**src/rtl/ssp_arbiter.sv**
```systemverilog
// ssp_arbiter: round-robin grant of whole words from N_REQ byte streams into one shared SSP packer,
// tagging each emitted packer word with the index of the requester that supplied it.
module ssp_arbiter #(
  parameter int N_REQ = 4,
  parameter int BYTES_PER_WORD = 4,
  parameter int TAG_DEPTH = 4,
  parameter int IDW = 3
) (
  input  logic               clk,
  input  logic               rst,
  input  logic [N_REQ-1:0]   req_valid,
  input  logic [8*N_REQ-1:0] req_data,
  output logic [N_REQ-1:0]   req_ready,
  output logic [7:0]         pk_din,
  output logic               pk_din_valid,
  input  logic               pk_dout_valid,
  output logic [IDW-1:0]     owner_id,
  output logic               owner_valid,
  output logic               busy,
  output logic               tag_err
);
  localparam int BW = $clog2(BYTES_PER_WORD + 1);
  localparam int TW = $clog2(TAG_DEPTH + 1);
  localparam int PW = $clog2(TAG_DEPTH);
  typedef enum logic {IDLE, BURST} state_t;
  state_t state, state_nxt;
  logic [IDW-1:0] g, rr, win;
  logic [2*N_REQ-1:0] dbl;
  logic win_ok, grant, accept, last, pop;
  logic [BW-1:0] bcnt;
  logic [TW-1:0] tcnt;
  logic [PW-1:0] wp, rp;
  logic [IDW-1:0] tags [TAG_DEPTH];

  // rotate requests so rr sits at bit 0; the lowest set bit is the winner
  always_comb begin
    dbl = {req_valid, req_valid} >> rr;
    win = '0;
    win_ok = 1'b0;
    for (int i = N_REQ - 1; i >= 0; i--)
      if (dbl[i]) begin
        win = IDW'((int'(rr) + i) % N_REQ);
        win_ok = 1'b1;
      end
  end

  assign grant = state == IDLE && win_ok && tcnt < TW'(TAG_DEPTH);
  assign accept = state == BURST && |(req_valid & req_ready);
  assign last = accept && bcnt == BW'(BYTES_PER_WORD - 1);
  assign pop = pk_dout_valid && tcnt != '0;

  always_ff @(posedge clk or posedge rst)
    if (rst) state <= IDLE;
    else state <= state_nxt;

  always_comb state_nxt = state == IDLE ? (grant ? BURST : IDLE) : (last ? IDLE : BURST);

  always_comb begin
    req_ready = state == BURST ? N_REQ'(1) << g : '0;
    busy = state == BURST;
    owner_valid = pop;
    owner_id = tags[rp];
  end

  always_ff @(posedge clk or posedge rst)
    if (rst) begin
      g <= '0;
      rr <= '0;
      bcnt <= '0;
      tcnt <= '0;
      wp <= '0;
      rp <= '0;
      pk_din <= '0;
      pk_din_valid <= 1'b0;
      tag_err <= 1'b0;
      for (int i = 0; i < TAG_DEPTH; i++) tags[i] <= '0;
    end else begin
      if (grant) begin
        g <= win;
        bcnt <= '0;
        tags[wp] <= win;
        wp <= wp == PW'(TAG_DEPTH - 1) ? '0 : wp + 1'b1;
      end
      if (accept) begin
        bcnt <= bcnt + 1'b1;
        pk_din <= 8'(req_data >> {g, 3'b000});
      end
      if (last) rr <= g == IDW'(N_REQ - 1) ? '0 : g + 1'b1;
      pk_din_valid <= accept;
      if (pop) rp <= rp == PW'(TAG_DEPTH - 1) ? '0 : rp + 1'b1;
      tcnt <= tcnt + TW'(grant) - TW'(pop);
      if (pk_dout_valid && tcnt == '0) tag_err <= 1'b1;
    end
endmodule

```
**config.mk**
```make
export PLATFORM = sky130hd
export DESIGN_NAME = ssp_arbiter
export DESIGN_NICKNAME = d
export VERILOG_FILES = /design/src/rtl/ssp_arbiter.sv
export SDC_FILE = /design/constraint.sdc
export NUM_CORES = 1
export LEC_CHECK = 0
export ABC_AREA = 0
export CAP_MARGIN = 20
export CELL_PAD_IN_SITES_DETAIL_PLACEMENT = 1
export CELL_PAD_IN_SITES_GLOBAL_PLACEMENT = 1
export CORE_ASPECT_RATIO = 1.75
export CORE_MARGIN = 1
export CORE_UTILIZATION = 34
export DETAILED_ROUTE_END_ITERATION = 8
export PLACE_DENSITY = 0.79
export SETUP_SLACK_MARGIN = 0.1
export SLEW_MARGIN = 20
export SYNTH_ARGS = -nofsm -noshare
export SYNTH_HDL_FRONTEND = slang
export SYNTH_SLANG_ARGS = --single-unit
```
**constraint.sdc**
```tcl
create_clock -name clk -period 2 [get_ports clk]
set_input_delay 0.2 -clock clk [delete_from_list [all_inputs] [get_ports clk]]
set_output_delay 0.2 -clock clk [all_outputs]
set_load 0.02 [all_outputs]
```
==> flow_metrics.env, run 1 <==
export IMPL_die_y_um=103.6
export IMPL_antenna_left=0
export IMPL_finalMaxSlewViolations=0
export IMPL_arrival_ps=2060
export IMPL_grt_total_usage_pct=19.29
export IMPL_crit_top_cell="ha_4"
export IMPL_clkPwrFrac_pct=13.6
export IMPL_synth_cell_types=44
export IMPL_wire_per_inst_um=17.13
export IMPL_async_flop_share_pct=100.0
export IMPL_p_sw_mw=1.613
export IMPL_rsz0062_at_grt="yes"
export IMPL_place_gp_congestion=0.7768
export IMPL_io_buffers=56
export IMPL_gr_total_overflow=0
export IMPL_path_buf_inv=2
export IMPL_cp_max_fo=2
export IMPL_rows=36
export IMPL_finalClockSkew_ps=4.903
export IMPL_synthCells=159
export IMPL_register_area_um2=829.5
export IMPL_vias=1592
export IMPL_end_kind="flip-flop"
export IMPL_critical_path_top_delay_family="adder cells"
export IMPL_ys_warn_count=0
export IMPL_stdcell_area_um2=2904
export IMPL_seq_area_frac_synth_pct=41.20
export IMPL_syn_area_per_cell_um2=12.61
export IMPL_antenna_found_initial=0
export IMPL_netSwitchingFraction_pct=38.90
export IMPL_synthesis_nets=212
export IMPL_vias_per_cell=5.119
export IMPL_cp_data_required_time_ps=2170
export IMPL_start_util_pct=35.60
export IMPL_r2r_slack_ps=110
export IMPL_root_buffer="clkbuf_8"
export IMPL_syn_area_um2=2004
export IMPL_instances_no_fill=311
export IMPL_num_fill_cells=608
export IMPL_cts_buffers=5
export IMPL_p_comb_share_pct=55.9
export IMPL_vdd_drop_max_uv=439.6
export IMPL_grt_pass1_wl_um=8901
export IMPL_io_pins=58
export IMPL_htreeDepth=2
export IMPL_r2r_cells=8
export IMPL_first_pass_iters=4
export IMPL_clockBufferDepth=2
export IMPL_hold_violations=0
export IMPL_finalPower_mw=4.146
export IMPL_clk_pin_slew_worst_paths_ps=70
export IMPL_start_kind="flip-flop"
export IMPL_drive_above_1_share_pct=27.66
export IMPL_leakage_nw=1.252
export IMPL_cts_tree="yes"
export IMPL_clock_sinks=33
export IMPL_worstSkewPairLatency_ps=290
export IMPL_drtIter0Drc=14
export IMPL_p_seq_share_pct=30.5
export IMPL_grt_pass1_vias=1783
export IMPL_timing_rr_end="tcnt[2]"
export IMPL_status="completed"
export IMPL_min_period_over_period_pct=94.49
export IMPL_antenna_diode_count=0
export IMPL_finalSetupTns_ps=0
export IMPL_hold_path_class="input port to asynchronous set/reset pin"
export IMPL_synth_main_ff_cell="dfrtp_1"
export IMPL_drcViolationCount=0
export IMPL_power_density_nw_per_um2=1428
export IMPL_post_dp_cell_area_um2=2739
export IMPL_grt_max_degree=34
export IMPL_p_int_mw=2.533
export IMPL_cp_cell_sequence="nor3_2 -> nand2b_4 -> inv_4 -> ha_4 -> inv_2 -> ha_4 -> fa_2 -> xnor2_2"
export IMPL_multi_input_area_um2=1109
export IMPL_synth_edff_count=0
export IMPL_setup_viol=0
export IMPL_die_w_um=60.04
export IMPL_dpl_hpwl_um=4180
export IMPL_area_growth_pct=44.88
export IMPL_coreArea_um2=5630
export IMPL_wl_um=5326
export IMPL_fin_nets=287
export IMPL_die_area_um2=6218
export IMPL_slowest_stage="dfrtp_1"
export IMPL_worstReg2RegStart="tcnt[0]"
export IMPL_path_class="flip-flop to flip-flop"
export IMPL_timing_fmax_mhz=529.2
export IMPL_dp_cells=299
export IMPL_slowest_delay_ps=390
export IMPL_fin_crit_ps=1890
export IMPL_drv_cap=0
export IMPL_synth_seq_cells=33
[cells in the mapped netlist, drive strengths merged, types with 3 or more instances]
master | instances | area share [%]
and2 | 4 | 1.2
buf | 7 | 2.5
dfrtp | 33 | 41
ha | 13 | 8.1
inv | 17 | 3.2
mux2 | 17 | 10
mux2i | 3 | 1.5
mux4 | 10 | 11
nand3 | 5 | 2.2
nor2 | 4 | 1.1
o21ai | 9 | 2.8
o31ai | 8 | 3.0
[kinds of logic (layout without fill, tap and decap cells)]
group / count (synthesis) / in the layout / synth area share, %
other cells: 1 / 1 / 0.1871
fa+ha+maj: 14 / 14 / 9.114
compound gates: 30 / 30 / 10.86
xor+xnor: 2 / 2 / 0.8741
flops: 33 / 33 / 41.20
simple gates: 24 / 24 / 8.864
mux: 30 / 30 / 23.03
buf+inv: 25 / 101 / 5.868
[area by class of cell]
cell class	count	area share, %
well taps	76	3.274
flip-flops and latches	33	28.57
repair buffers	76	24.21
multi-input cells	101	38.17
clock buffers	7	3.318
inverters	17	2.283
clock inverters	1	0.1723
[worst max-delay path by stage]
| stage | to | depth (start not counted) | slack [ps] | start |
|---|---|---|---|---|
| detailed placement | tcnt[2] | 6 | -20 | req_valid[3] |
| CTS | tcnt[2] | 8 | 120 | tcnt[2] |
| floorplan | tcnt[2] | 8 | 100 | tcnt[2] |
| finish | tcnt[2] | 8 | 110 | tcnt[0] |
| global placement | tcnt[2] | 6 | 20 | req_valid[3] |
| global route | tcnt[2] | 8 | 40 | tcnt[2] |
[metal layers]
layer  wire length, µm  part of all wire [%]  vias up  global-route usage, %
li1                  -                     -      729                      -
met1              1851                    35      811                  20.75
met2              3157                    59       39                  34.68
met3               148                   2.8       13                  3.371
met4               169                   3.2        0                  8.638
met5                 0                     0        -                      0
[placed cells by master (no fill, tap or decap), types with 3 or more instances in the layout]
| master | n |
|---|---|
| clkdlybuf4s50_1 | 50 |
| mux2i_1 | 3 |
| dfrtp_2 | 3 |
| and2_1 | 4 |
| buf_4 | 20 |
| mux4_2 | 10 |
| clkbuf_8 | 7 |
| o21ai_1 | 7 |
| dlygate4sd2_1 | 6 |
| o31ai_1 | 8 |
| ha_1 | 11 |
| nand3_2 | 4 |
| inv_1 | 14 |
| mux2_4 | 4 |
| nor2_1 | 3 |
| dfrtp_1 | 30 |
| mux2_1 | 11 |
[what timing repair did]
action	4_1_cts	5_1_grt
endpoints found under the setup margin	7	10
cloned	0	0
resized for setup	8	8
pin swaps	1	4
hold buffers	0	0
setup buffers	3	1
[power by group through the flow]
stage / clock network, mW / logic, mW / registers, mW
after floorplan: 0 / 1.31 / 1.32
final: 0.564 / 2.32 / 1.26
after global routing: 0.603 / 2.57 / 1.31
after detailed placement: 0 / 2.27 / 1.27
after CTS: 0.581 / 2.26 / 1.26
after global placement: 0 / 2.19 / 1.24
[flip-flops by register name, summed over array words and instances (netlist names)]
signal        flops
pk_din            8
tags              8
bcnt              3
tcnt              3
g                 2
rp                2
rr                2
wp                2
busy              1
pk_din_valid      1
tag_err           1
[tightest hold or removal path, stage by stage]
cell	delay (ps)
clkdlybuf4s50_1	400
inv_1	50
buf_4	380
[stage by stage]
step	utilization (%)	hold slack, ps	worst slack [ps]
detailed placement	48.64	447.0	-15.66
floorplan	-	316.9	95.09
finish	51.58	316.3	110.2
global placement	48.64	444.4	19.57
global route	51.58	363.2	35.69
CTS	50.78	326.4	119.3
Power figures use the tool's default switching activity.
==> run 2, diff against run 1 <==
--- a/config.mk
+++ b/config.mk
@@ -9,7 +9,7 @@
 export CAP_MARGIN = 20
 export CELL_PAD_IN_SITES_DETAIL_PLACEMENT = 1
 export CELL_PAD_IN_SITES_GLOBAL_PLACEMENT = 1
-export CORE_ASPECT_RATIO = 1.75
+export CORE_ASPECT_RATIO = 0.8
 export CORE_MARGIN = 1
 export CORE_UTILIZATION = 34
 export DETAILED_ROUTE_END_ITERATION = 8
==> run 2 against run 1 <==
Effect of this change: first-iteration DRC count grew to 3.6 times the previous value; clock power shrank 2%; total power shrank 2.0%; hold slack lost 8.8 ps; die area shrank 0.16%; setup slack gained 52 ps; clock skew shrank 1.1 ps; fmax grew 2.8%; cell count is the same; global-route usage shrank 0.61 points; critical endpoint is now tcnt[1]; largest power group unchanged.
==> flow_metrics.env, run 2 (synthesis gave the netlist of run 1 again) <==
export IMPL_worstReg2RegStart="tcnt[2]"
export IMPL_antenna_diode_count=0
export IMPL_grt_busiest_layer="met2"
export IMPL_area_growth_pct=43.26
export IMPL_path_class="flip-flop to flip-flop"
export IMPL_timing_fmax_mhz=544.1
export IMPL_antenna_left=0
export IMPL_clock_sinks=33
export IMPL_io_pins=58
export IMPL_cts_tree="yes"
export IMPL_hold_violations=0
export IMPL_htreeDepth=2
export IMPL_timing_rr_end="tcnt[1]"
export IMPL_stdcell_area_um2=2872
export IMPL_wl_um=5264
export IMPL_layout_common_cells="clkdlybuf4s50_1 (50), dfrtp_1 (32), buf_4 (18), inv_1 (15)"
export IMPL_arrival_ps=2060
export IMPL_setup_viol=0
export IMPL_vias=1514
export IMPL_die_y_um=70.68
export IMPL_vias_per_cell=4.868
export IMPL_grt_pass1_wl_um=8818
export IMPL_layout_commonest_cell="clkdlybuf4s50_1"
export IMPL_instances_no_fill=311
export IMPL_gr_total_overflow=0
export IMPL_die_area_um2=6208
export IMPL_rsz0062_at_grt="yes"
export IMPL_netSwitchingFraction_pct=38.90
export IMPL_clockBufferDepth=2
export IMPL_fin_nets=285
export IMPL_start_kind="flip-flop"
export IMPL_finalMaxSlewViolations=0
export IMPL_cts_buffers=5
export IMPL_met2_usage_pct=31.61
export IMPL_final_util_pct=51.69
export IMPL_drv_cap=0
export IMPL_p_seq_share_pct=30.7
export IMPL_leakage_nw=1.239
export IMPL_dpl_hpwl_um=4269
export IMPL_drtIter0Drc=50
export IMPL_grt_max_degree=34
export IMPL_min_period_over_period_pct=91.90
export IMPL_grtUsageMet3_pct=3.034
export IMPL_fin_crit_ps=1838
export IMPL_slowest_stage="fa_2"
export IMPL_slowest_delay_ps=520
export IMPL_coreArea_um2=5555
export IMPL_r2r_cells=7
export IMPL_grt_total_usage_pct=18.68
export IMPL_cp_max_fo=2
export IMPL_drive_above_1_share_pct=25.32
export IMPL_hold_path_class="input port to asynchronous set/reset pin"
export IMPL_start_util_pct=36.08
export IMPL_cp_cell_sequence="nor3_2 -> nand2b_4 -> inv_4 -> ha_4 -> inv_1 -> ha_2 -> fa_2"
export IMPL_first_pass_iters=4
export IMPL_root_buffer="clkbuf_8"
export IMPL_status="completed"
export IMPL_cts_hold_buf=0
export IMPL_dp_cells=301
export IMPL_power_density_nw_per_um2=1414
export IMPL_use_met1_pct=24.40
export IMPL_p_comb_share_pct=55.7
export IMPL_worstSkewPairLatency_ps=280
export IMPL_finalClockSkew_ps=3.824
export IMPL_p_int_mw=2.482
export IMPL_p_sw_mw=1.580
export IMPL_rows=24
export IMPL_vdd_drop_max_uv=532.6
export IMPL_die_w_um=87.85
export IMPL_clkPwrFrac_pct=13.7
export IMPL_antenna_found_initial=0
export IMPL_end_kind="flip-flop"
export IMPL_clk_pin_slew_worst_paths_ps=70
export IMPL_grt_pass1_vias=1788
export IMPL_io_buffers=56
export IMPL_holdWs_ps=307.4
export IMPL_cp_data_required_time_ps=2220
export IMPL_drcViolationCount=0
export IMPL_post_dp_cell_area_um2=2741
export IMPL_wire_per_inst_um=16.93
export IMPL_r2r_slack_ps=160
export IMPL_place_gp_congestion=0.7779
export IMPL_largestRegisters="pk_din (8), tags (8)"
-- run 2: how the worst max path moves through the flow --
stage,from,end,cells past startpoint
floorplan,tcnt[2],tcnt[2],8
global placement,req_valid[3],tcnt[2],6
detailed placement,req_valid[3],tcnt[2],6
CTS,tcnt[2],tcnt[1],7
global route,tcnt[2],tcnt[2],8
finish,tcnt[2],tcnt[1],7
-- run 2: stage by stage --
step | TNS [ps] | worst slack, ps | total power, mW
floorplan | 0 | 95.09 | 2.631
global placement | 0 | 53.95 | 3.430
detailed placement | -35.01 | -35.01 | 3.552
CTS | 0 | 116.0 | 4.114
global route | 0 | 88.87 | 4.341
finish | 0 | 162.0 | 4.061
-- run 2: cell type report --
class	instances	area, µm²
timing repair buffer	74	688.2
sequential	33	827.0
tap	78	97.59
fill	598	2684
multi-input combinational	101	1091
clock buffer	7	96.34
clock inverter	1	5.005
inverter	17	66.31
-- run 2: per-layer routing --
metal	up-vias	wire [µm]
li1	718	-
met5	-	0
met4	0	90
met1	761	2353
met3	9	130
met2	26	2689
-- run 2: what timing repair did --
action / in CTS / in global routing
pin swaps: 1 / 0
endpoints found under the setup margin: 8 / 2
buffers inserted: 2 / 0
resized for setup: 9 / 2
-- run 2: power groups by stage --
stage | logic, mW | registers (mW) | clock network [mW]
finish | 2.26 | 1.25 | 0.555
floorplan | 1.31 | 1.32 | 0
CTS | 2.29 | 1.25 | 0.579
global placement | 2.20 | 1.23 | 0
global route | 2.46 | 1.29 | 0.597
detailed placement | 2.30 | 1.26 | 0
-- run 2: critical path: cells and delay by family (launching register included) --
family        cells  cell delay (ps)
flops             1              400
fa+ha+maj         3              930
simple gates      2              380
buf+inv           2               70
